`src/rtl/uart_dds_cmd_parser.sv`:
```
// Command-frame parser between a UART receiver/transmitter pair and a DDS core.
// Define UART_CMD_READBACK_EN to build CMD=04 register readback; otherwise CMD=04 is rejected.
module uart_dds_cmd_parser #(
    parameter logic [7:0] HEADER         = 8'hA5,
    parameter int         TIMEOUT_CYCLES = 100_000,
    parameter logic [7:0] ACK_BYTE       = 8'h06,
    parameter logic [7:0] NAK_BYTE       = 8'h15
) (
    input  logic        clk,
    input  logic        rst,
    input  logic [7:0]  rx_data,
    input  logic        rx_rec_flag,
    output logic        rx_clr,
    output logic [7:0]  tx_data,
    output logic        tx_start,
    input  logic        tx_done,
    output logic [31:0] freq_word,
    output logic [11:0] phase_word,
    output logic [11:0] amp_word,
    output logic        freq_upd,
    output logic        phase_upd,
    output logic        amp_upd,
    output logic        frame_err,
    output logic        busy
);

    localparam int              TO_W    = (TIMEOUT_CYCLES > 1) ? $clog2(TIMEOUT_CYCLES) : 1;
    localparam logic [TO_W-1:0] TO_LAST = TO_W'(TIMEOUT_CYCLES - 1);

    typedef enum logic [2:0] {
        S_IDLE,
        S_CMD,
        S_DATA,
        S_CSUM,
        S_EXEC,
        S_ACK_START,
        S_ACK_WAIT
    } state_t;

    state_t          r_state;
    state_t          w_state_next;

    logic            r_take;
    logic [7:0]      r_byte;
    logic [7:0]      r_cmd;
    logic [31:0]     r_data;
    logic [1:0]      r_cnt;
    logic [7:0]      r_sum;
    logic            r_csum_ok;
    logic [TO_W-1:0] r_to_cnt;
    logic            r_tx_done_d;
    logic [7:0]      r_tx_data;
    logic [31:0]     r_freq;
    logic [11:0]     r_phase;
    logic [11:0]     r_amp;

    logic            w_frame_st;
    logic            w_intake_st;
    logic            w_take;
    logic            w_timeout;
    logic            w_done_rise;
    logic            w_cmd_std;
    logic            w_good;
    logic [7:0]      w_reply;
    logic            w_rb_more;
    logic [7:0]      w_rb_next;

    assign w_frame_st  = (r_state == S_CMD) || (r_state == S_DATA) || (r_state == S_CSUM);
    assign w_intake_st = (r_state == S_IDLE) || w_frame_st;
    // r_take is both the rx_clr pulse and the guard that blocks re-taking while the flag falls.
    assign w_take      = rx_rec_flag && !r_take && w_intake_st;
    assign w_timeout   = w_frame_st && !r_take && (r_to_cnt == TO_LAST);
    assign w_done_rise = tx_done && !r_tx_done_d;
    assign w_cmd_std   = (r_cmd == 8'h01) || (r_cmd == 8'h02) || (r_cmd == 8'h03);

`ifdef UART_CMD_READBACK_EN
    logic        w_rb_cmd;
    logic [31:0] w_rb_sel;
    logic [23:0] r_rb_word;
    logic [1:0]  r_rb_left;

    assign w_rb_cmd = (r_cmd == 8'h04) && (r_data[7:0] <= 8'd2);

    always_comb begin
        w_rb_sel = r_freq;
        case (r_data[1:0])
            2'd1:    w_rb_sel = {20'h0, r_phase};
            2'd2:    w_rb_sel = {20'h0, r_amp};
            default: w_rb_sel = r_freq;
        endcase
    end

    assign w_good    = r_csum_ok && (w_cmd_std || w_rb_cmd);
    assign w_reply   = !w_good ? NAK_BYTE : (w_rb_cmd ? w_rb_sel[31:24] : ACK_BYTE);
    assign w_rb_more = (r_rb_left != 2'd0);
    assign w_rb_next = r_rb_word[23:16];

    // Remaining readback bytes, MSB first; each one is released by a tx_done edge.
    always_ff @(posedge clk or negedge rst) begin
        if (!rst) begin
            r_rb_word <= '0;
            r_rb_left <= '0;
        end else if (r_state == S_EXEC && w_good && w_rb_cmd) begin
            r_rb_word <= w_rb_sel[23:0];
            r_rb_left <= 2'd3;
        end else if (r_state == S_ACK_WAIT && w_done_rise && w_rb_more) begin
            r_rb_word <= {r_rb_word[15:0], 8'h00};
            r_rb_left <= r_rb_left - 2'd1;
        end
    end
`else
    assign w_good    = r_csum_ok && w_cmd_std;
    assign w_reply   = w_good ? ACK_BYTE : NAK_BYTE;
    assign w_rb_more = 1'b0;
    assign w_rb_next = 8'h00;
`endif

    always_ff @(posedge clk or negedge rst) begin
        if (!rst) r_state <= S_IDLE;
        else      r_state <= w_state_next;
    end

    always_comb begin
        w_state_next = r_state;
        case (r_state)
            S_IDLE:      if (r_take && r_byte == HEADER) w_state_next = S_CMD;
            S_CMD: begin
                if (r_take)         w_state_next = S_DATA;
                else if (w_timeout) w_state_next = S_IDLE;
            end
            S_DATA: begin
                if (r_take && r_cnt == 2'd3) w_state_next = S_CSUM;
                else if (w_timeout)          w_state_next = S_IDLE;
            end
            S_CSUM: begin
                if (r_take)         w_state_next = S_EXEC;
                else if (w_timeout) w_state_next = S_IDLE;
            end
            S_EXEC:      w_state_next = S_ACK_START;
            S_ACK_START: w_state_next = S_ACK_WAIT;
            S_ACK_WAIT:  if (w_done_rise) w_state_next = w_rb_more ? S_ACK_START : S_IDLE;
            default:     w_state_next = S_IDLE;
        endcase
    end

    always_comb begin
        tx_start  = 1'b0;
        freq_upd  = 1'b0;
        phase_upd = 1'b0;
        amp_upd   = 1'b0;
        frame_err = w_timeout;
        busy      = (r_state != S_IDLE);
        case (r_state)
            S_EXEC: begin
                freq_upd  = w_good && (r_cmd == 8'h01);
                phase_upd = w_good && (r_cmd == 8'h02);
                amp_upd   = w_good && (r_cmd == 8'h03);
                frame_err = !w_good;
            end
            S_ACK_START: tx_start = 1'b1;
            default: ;
        endcase
    end

    assign rx_clr     = r_take;
    assign tx_data    = r_tx_data;
    assign freq_word  = r_freq;
    assign phase_word = r_phase;
    assign amp_word   = r_amp;

    always_ff @(posedge clk or negedge rst) begin
        if (!rst) begin
            r_take      <= 1'b0;
            r_byte      <= '0;
            r_cmd       <= '0;
            r_data      <= '0;
            r_cnt       <= '0;
            r_sum       <= '0;
            r_csum_ok   <= 1'b0;
            r_to_cnt    <= '0;
            r_tx_done_d <= 1'b0;
            r_tx_data   <= '0;
            r_freq      <= '0;
            r_phase     <= '0;
            r_amp       <= '0;
        end else begin
            r_take      <= w_take;
            r_tx_done_d <= tx_done;
            if (w_take) r_byte <= rx_data;

            if (w_frame_st && !r_take) r_to_cnt <= r_to_cnt + 1'b1;
            else                       r_to_cnt <= '0;

            case (r_state)
                S_IDLE: if (r_take && r_byte == HEADER) r_sum <= '0;
                S_CMD: begin
                    if (r_take) begin
                        r_cmd <= r_byte;
                        r_sum <= r_sum + r_byte;
                        r_cnt <= '0;
                    end
                end
                S_DATA: begin
                    if (r_take) begin
                        r_data <= {r_data[23:0], r_byte};
                        r_sum  <= r_sum + r_byte;
                        r_cnt  <= r_cnt + 1'b1;
                    end
                end
                S_CSUM: if (r_take) r_csum_ok <= (r_byte == r_sum);
                S_EXEC: begin
                    r_tx_data <= w_reply;
                    if (w_good && r_cmd == 8'h01) r_freq  <= r_data;
                    if (w_good && r_cmd == 8'h02) r_phase <= r_data[11:0];
                    if (w_good && r_cmd == 8'h03) r_amp   <= r_data[11:0];
                end
                S_ACK_WAIT: if (w_done_rise && w_rb_more) r_tx_data <= w_rb_next;
                default: ;
            endcase
        end
    end

endmodule

```
`config.mk`:
```
export PLATFORM = sky130hd
export DESIGN_NAME = uart_dds_cmd_parser
export DESIGN_NICKNAME = d
export VERILOG_FILES = /design/src/rtl/uart_dds_cmd_parser.sv
export SDC_FILE = /design/constraint.sdc
export NUM_CORES = 1
export LEC_CHECK = 0
export CAP_MARGIN = 20
export CORE_UTILIZATION = 35
export DETAILED_ROUTE_END_ITERATION = 8
export PLACE_DENSITY = 0.59
export SLEW_MARGIN = 0
export SYNTH_ARGS = -nofsm -noshare
export SYNTH_HDL_FRONTEND = slang
export SYNTH_SLANG_ARGS = --single-unit
```
`constraint.sdc`:
```
create_clock -name clk -period 5.46 [get_ports clk]
set_input_delay 1.092 -clock clk [delete_from_list [all_inputs] [get_ports clk]]
set_output_delay 1.092 -clock clk [all_outputs]
set_load 0.01 [all_outputs]
```
==> run metrics, run 1 <==
mean cell area of the mapped netlist 13.4 um2; Multi-input gate area 2330 um2; chip height 133 um; Antenna Cells 0; post-DP HPWL 8270 um; Layout Utilization between 40% and 50%; IO buf count 78; CP top delay family simple AND/OR/NAND/NOR gates; VDD IR max 0.000280 V; Final GP Congestion about 0.76; Final nets between 500 and 600; initial antenna violation count 0; max cap viols 0; crit end category output port; final wirelength 12100 um; layout cells sized above 1 16.3%; worst skew pair latency between 0.4 and 0.5 ns; buffer levels on the longest clock path 2; final clock skew approximately 0.015 ns; DIE WIDTH 133 um; unrepaired setup endpoints after global routing false; std cell rows 47; slowest cell on the critical path clkdlybuf4s50_1; CTS tree built; Synth warnings 0; Crit. path cell count 6; core area 16600 um2; Synth Flop Type dfrtp_1; Top cell by count, worst path nor2_1; EDFF count, synth 0; CP required around 4.4 ns; final period utilization approximately 72%; cell area after synthesis 5970 um2; Setup Viol. Count Final 0; number of DRC markers in iteration 0 ~140; max frequency around 0.25 GHz; Yosys reg bits 140; fin. max-slew vios 0; H-tree levels 4; worst r2r src r_state[1]$_DFFE_PN0P_; Worst Setup EP frame_err; crit path launch r_to_cnt[5]$_DFF_PN0_; crit path setup slack, layout around 1.5 ns; Root Buffer clkbuf_16; Resize count post-CTS 0; Reg2Reg Capture Point r_sum[6]$_DFFE_PN0P_; run status finished clean; Critical path buffers and inverters 1; PwrDens ~460 nW/um2; DR vias roughly 3700; area leader, netlist dfrtp_1; I/O pin count 83; clk sinks 140; worst reg-to-reg setup slack 3.01 ns; buffer count from post-CTS setup fixing 0; Initial Utilization a little over a third; Arr. time, crit path about 2.9 ns; crit-path max cell delay roughly 0.56 ns; Reg clk slew, reported paths 0.06 ns; antenna viol nets, final 0; Sequential cell area around 3500 um2; die area ~18000 um2; DR WL/cell about 16 um; # DRC 0; R2R cell count 5; maximum fanout along the worst path 5; Post-Synthesis Cells between 400 and 500; largest net degree at the start of global routing 95; Tmin final 3.95 ns; first-pass GRT wire length between 20000 and 25000 um; endpoints failing hold 0; Crit Path Class register to output port; Worst Setup Start Kind register; CTS buffer count 17; Layout area overhead 26.0%; Global Route Usage Sum between 10% and 20%; pre-CTS setup slack between 1.5 and 2 ns; setup tns final 0 ns; leak pwr between 0.003 and 0.004 uW; vias per cell 4.87; Synth async-reset ratio 100%; library cells used by synthesis 56; Slew @ Worst Pin 0.839 ns; Worst slew margin 44.1%; # fillers 1514; sequential share of the synthesized area about three fifths; Remaining Overflow, GRT 0; hold buffer count at cts 0; top cells by area, synth dfrtp_1, mux2_1, mux2_2; top cell type's share of synthesized area roughly 59%; worst min path class register to register; worst-path cell chain or4b_1 -> or4_4 -> nor4_4 -> nor2_1 -> nor2_1 -> clkdlybuf4s50_1; Detailed Routing Iterations Pass 1 4; number of global-route vias before repair around 3800
## cell usage after synthesis (3+ instances only)
library cell,instances
o21ai_0,8
nor3_1,6
nand4_1,3
a21o_1,4
a21oi_1,6
and3_1,4
nand2_1,24
xnor2_1,9
buf_2,13
xor2_1,9
ha_1,9
dfrtp_1,140
mux2_2,47
buf_4,6
inv_1,6
nor2_1,25
mux2_1,56
nor4b_1,4
clkbuf_1,3
o21ai_1,4
or3_1,3
a22o_1,3
and4_1,3
nand3_1,9
nor2b_1,5
## layer usage
metal  global-route usage [%]  routed length [um]  vias up
li1                         -                   -     1729
met1                     19.1                5570     1893
met2                     23.9                5890       71
met3                     4.10                 440       12
met4                     6.13                 150        0
met5                        0                   0        -
## area by class of cell
type / count / area share, %
sequential: 140 / 46.6
timing repair buffer: 84 / 11.0
inverter: 7 / 0.349
tap: 220 / 3.66
clock buffer: 24 / 6.14
clock inverter: 8 / 1.23
multi-input combinational: 278 / 31.0
## logic make-up (layout without fill, tap and decap cells)
family | after synthesis | in the layout | share of synthesized area (%)
XOR/XNOR | 18 | 18 | 2.64
other | 1 | 4 | 0.0628
AND/OR/NAND/NOR | 105 | 105 | 9.88
multiplexers | 103 | 103 | 19.4
adder cells (fa/ha/maj) | 10 | 10 | 2.22
flip-flops | 140 | 140 | 58.7
AO/OA/AOI/OAI | 38 | 38 | 4.45
buffers and inverters | 31 | 123 | 2.60
## worst min path at each step
stage                                            to                      start  cells past startpoint  slack, ns
after detailed placement     tx_data[2]$_DFFE_PN0P_     tx_data[2]$_DFFE_PN0P_                      1       0.46
after global routing      freq_word[26]$_DFFE_PN0P_  freq_word[26]$_DFFE_PN0P_                      1       0.49
after CTS                    tx_data[2]$_DFFE_PN0P_     tx_data[2]$_DFFE_PN0P_                      1       0.47
final                        tx_data[2]$_DFFE_PN0P_     tx_data[2]$_DFFE_PN0P_                      1       0.47
after floorplan                r_cnt[0]$_DFFE_PN0P_       r_cnt[0]$_DFFE_PN0P_                      1       0.45
after global placement         r_cnt[0]$_DFFE_PN0P_       r_cnt[0]$_DFFE_PN0P_                      1       0.46
## stage by stage
| stage | hold WS (ns) | std cells | total power, uW | area (um2) |
|---|---|---|---|---|
| floorplan | 0.446 | 449 | 2100 | 5980 |
| global placement | 0.460 | 729 | 2330 | 6970 |
| detailed placement | 0.460 | 729 | 2370 | 6970 |
| CTS | 0.474 | 761 | 3480 | 7520 |
| global route | 0.492 | 761 | 3640 | 7520 |
| finish | 0.474 | 761 | 3430 | 7520 |
## flip-flops by register name (all words and copies together) (netlist names)
signal,cells
freq_word,32
r_data,32
r_to_cnt,17
amp_word,12
phase_word,12
r_byte,8
r_cmd,8
r_sum,8
r_state,3
tx_data,3
r_cnt,2
r_csum_ok,1
r_tx_done_d,1
rx_clr,1
## report_power, final
part / internal, uW / switching (uW) / leakage, uW
logic: 428 / 380 / 0.00135
registers: 1270 / 267 / 0.00185
clock network: 679 / 403 / 0.000272
total: 2380 / 1050 / 0.00348
## cell usage in the layout, fill, tap and decap left out, types with 5 or more instances in the layout
cell,netlist,layout
a21oi_1,6,6
buf_4,6,6
clkbuf_1,3,6
clkbuf_16,0,17
clkdlybuf4s50_1,0,77
clkinv_2,0,5
dfrtp_1,140,140
ha_1,9,9
inv_1,6,6
mux2_1,56,56
mux2_2,47,47
nand2_1,24,24
nand3_1,9,9
nor2_1,25,25
nor2b_1,5,5
nor3_1,6,6
o21ai_0,8,8
xnor2_1,9,9
xor2_1,9,9
Power figures use the tool's default switching activity.
==> run 2, diff against run 1 <==
--- a/config.mk
+++ b/config.mk
@@ -8,7 +8,7 @@
 export CAP_MARGIN = 20
 export CORE_UTILIZATION = 35
 export DETAILED_ROUTE_END_ITERATION = 8
-export PLACE_DENSITY = 0.59
+export PLACE_DENSITY = 0.61
 export SLEW_MARGIN = 0
 export SYNTH_ARGS = -nofsm -noshare
 export SYNTH_HDL_FRONTEND = slang
==> constraint.sdc (replaced) <==
create_clock -name clk -period 3.3 [get_ports clk]
set_input_delay 0.66 -clock clk [delete_from_list [all_inputs] [get_ports clk]]
set_output_delay 0.66 -clock clk [all_outputs]
set_load 0.01 [all_outputs]
==> run metrics, run 2 (synthesis results as in run 1) <==
initial antenna violation count 0; Worst slew margin a little over two fifths; number of global-route vias before repair roughly 3800; CTS buffer count 17; Worst Setup Start Kind register; sw power 1810 uW; crit end category output port; PwrDens approximately 770 nW/um2; Root Buffer clkbuf_16; DIE WIDTH 133 um; Detailed Routing Iterations Pass 1 4; Reg clk slew, reported paths 0.06 ns; final clock skew 0.0106 ns; chip height 133 um; Initial Utilization between 30% and 40%; Net Sw Frac a little under a third; Antenna Cells 0; die area 17600 um2; Final nets 553; largest net degree at the start of global routing 95; buffer levels on the longest clock path 2; clock share of power 33.3%; worst skew pair latency approximately 0.42 ns; Final GP Congestion slightly above 0.8; placed cells 730; Setup Viol. Count Final 0; Layout area overhead 27.3%; I/O pin count 83; Global Route Usage Sum between 10% and 20%; crit path setup slack, layout 0.185 ns; DR vias 3776; setup tns final 0 ns; final period utilization 94.4%; most frequent cells in the layout dfrtp_1, clkdlybuf4s50_1, mux2_1; H-tree levels 4; clk sinks 140; Arr. time, crit path 2.45 ns; commonest non-fill, non-tap cell in the layout dfrtp_1; core area around 17000 um2; final wirelength 12000 um; Tmin final between 3 and 4 ns; endpoints failing hold 0; number of DRC markers in iteration 0 slightly below 200; Remaining Overflow, GRT 0; DR WL/cell 15.7 um; maximum fanout along the worst path 4; antenna viol nets, final 0; pre-CTS setup slack around 0.22 ns; sequential share of power between 40% and 50%; std cell rows 47; IO buf count slightly below 80; max cap viols 0; leak pwr 0.00352 uW; run status finished clean; CTS tree built; # DRC 0; max frequency approximately 0.32 GHz; internal power about 4000 uW; hold buffer count at cts 0; unrepaired setup endpoints after global routing false; worst min path class input port to asynchronous set/reset pin; VDD IR max roughly 0.00053 V; Layout Utilization between 40% and 50%; Crit Path Class register to output port; vias per cell a little under 5; combinational share of power 22.9%; layout cells sized above 1 17.7%; Slew @ Worst Pin 0.862 ns; post-DP HPWL about 8000 um; first-pass GRT wire length ~20000 um; worst reg-to-reg setup slack 0.97 ns; CP required approximately 2.6 ns; Final Non-Filler Cells 763; fin. max-slew vios 0
[run 2: changes by cell type in the layout (fill, tap and decap cells not counted), moves of 2 or more]
cell / delta
buf_4: +2
clkbuf_1: -5
clkinv_2: -2
clkinv_4: +3
inv_6: +2
[run 2: layout make-up]
type	count	area (um2)
Clock buffer	18	429
Clock inverter	13	168
Fill cell	1515	9050
Inverter	7	26.3
Multi-Input combinational cell	278	2330
Sequential cell	140	3500
Tap cell	220	275
Timing Repair Buffer	87	857
[run 2: metal layers]
metal	wire (um)	vias to the layer above	track usage, %
li1	-	1750	-
met1	5870	1922	20.2
met2	5490	93	22.8
met3	513	11	4.37
met4	114	0	4.92
met5	0	-	0
[run 2: worst paths after layout]
kind / start / cells after the start / end
max in group asynchronous: rst / 2 / r_data[23]$_DFFE_PN0P_
hold / removal: rst / 1 / amp_word[6]$_DFFE_PN0P_
setup reg to reg: r_state[2]$_DFFE_PN0P_ / 6 / freq_word[27]$_DFFE_PN0P_
min in group clk: tx_data[2]$_DFFE_PN0P_ / 1 / tx_data[2]$_DFFE_PN0P_
setup / recovery: r_to_cnt[5]$_DFF_PN0_ / 6 / frame_err
hold reg to reg: tx_data[2]$_DFFE_PN0P_ / 1 / tx_data[2]$_DFFE_PN0P_
[run 2: what timing repair did]
action | in CTS | in global routing
setup endpoints to repair | 1 | 1
endpoints found under the hold margin | 0 | 0
buffers inserted | 0 | 2
pin swaps | 0 | 2
gates cloned | 0 | 0
resized for setup | 1 | 2
[run 2: metrics by stage]
step           hold WS, ns  area, um2  power (uW)
3_5_place_dp         0.462       6990        3930
4_1_cts              0.361       7580        5890
6_report             0.326       7590        5820
3_3_place_gp         0.458       6990        3870
5_1_grt              0.394       7590        6180
2_1_floorplan        0.364       5980        3470
[run 2: critical path, cell delays in order (launching register included)]
cell      delay, ns
dfrtp_1        0.40
or4b_1         0.53
or4_4          0.50
nor4_4         0.26
nor2_1         0.07
nor2_1         0.14
clkbuf_2       0.15
[run 2: power by group through the flow]
stage                     Clock, uW  Sequential, uW  Combinational, uW
after CTS                      1990            2560               1340
final                          1940            2550               1330
after detailed placement          0            2590               1340
after global placement            0            2570               1300
after floorplan                   0            2380               1090
after global routing           2070            2620               1490
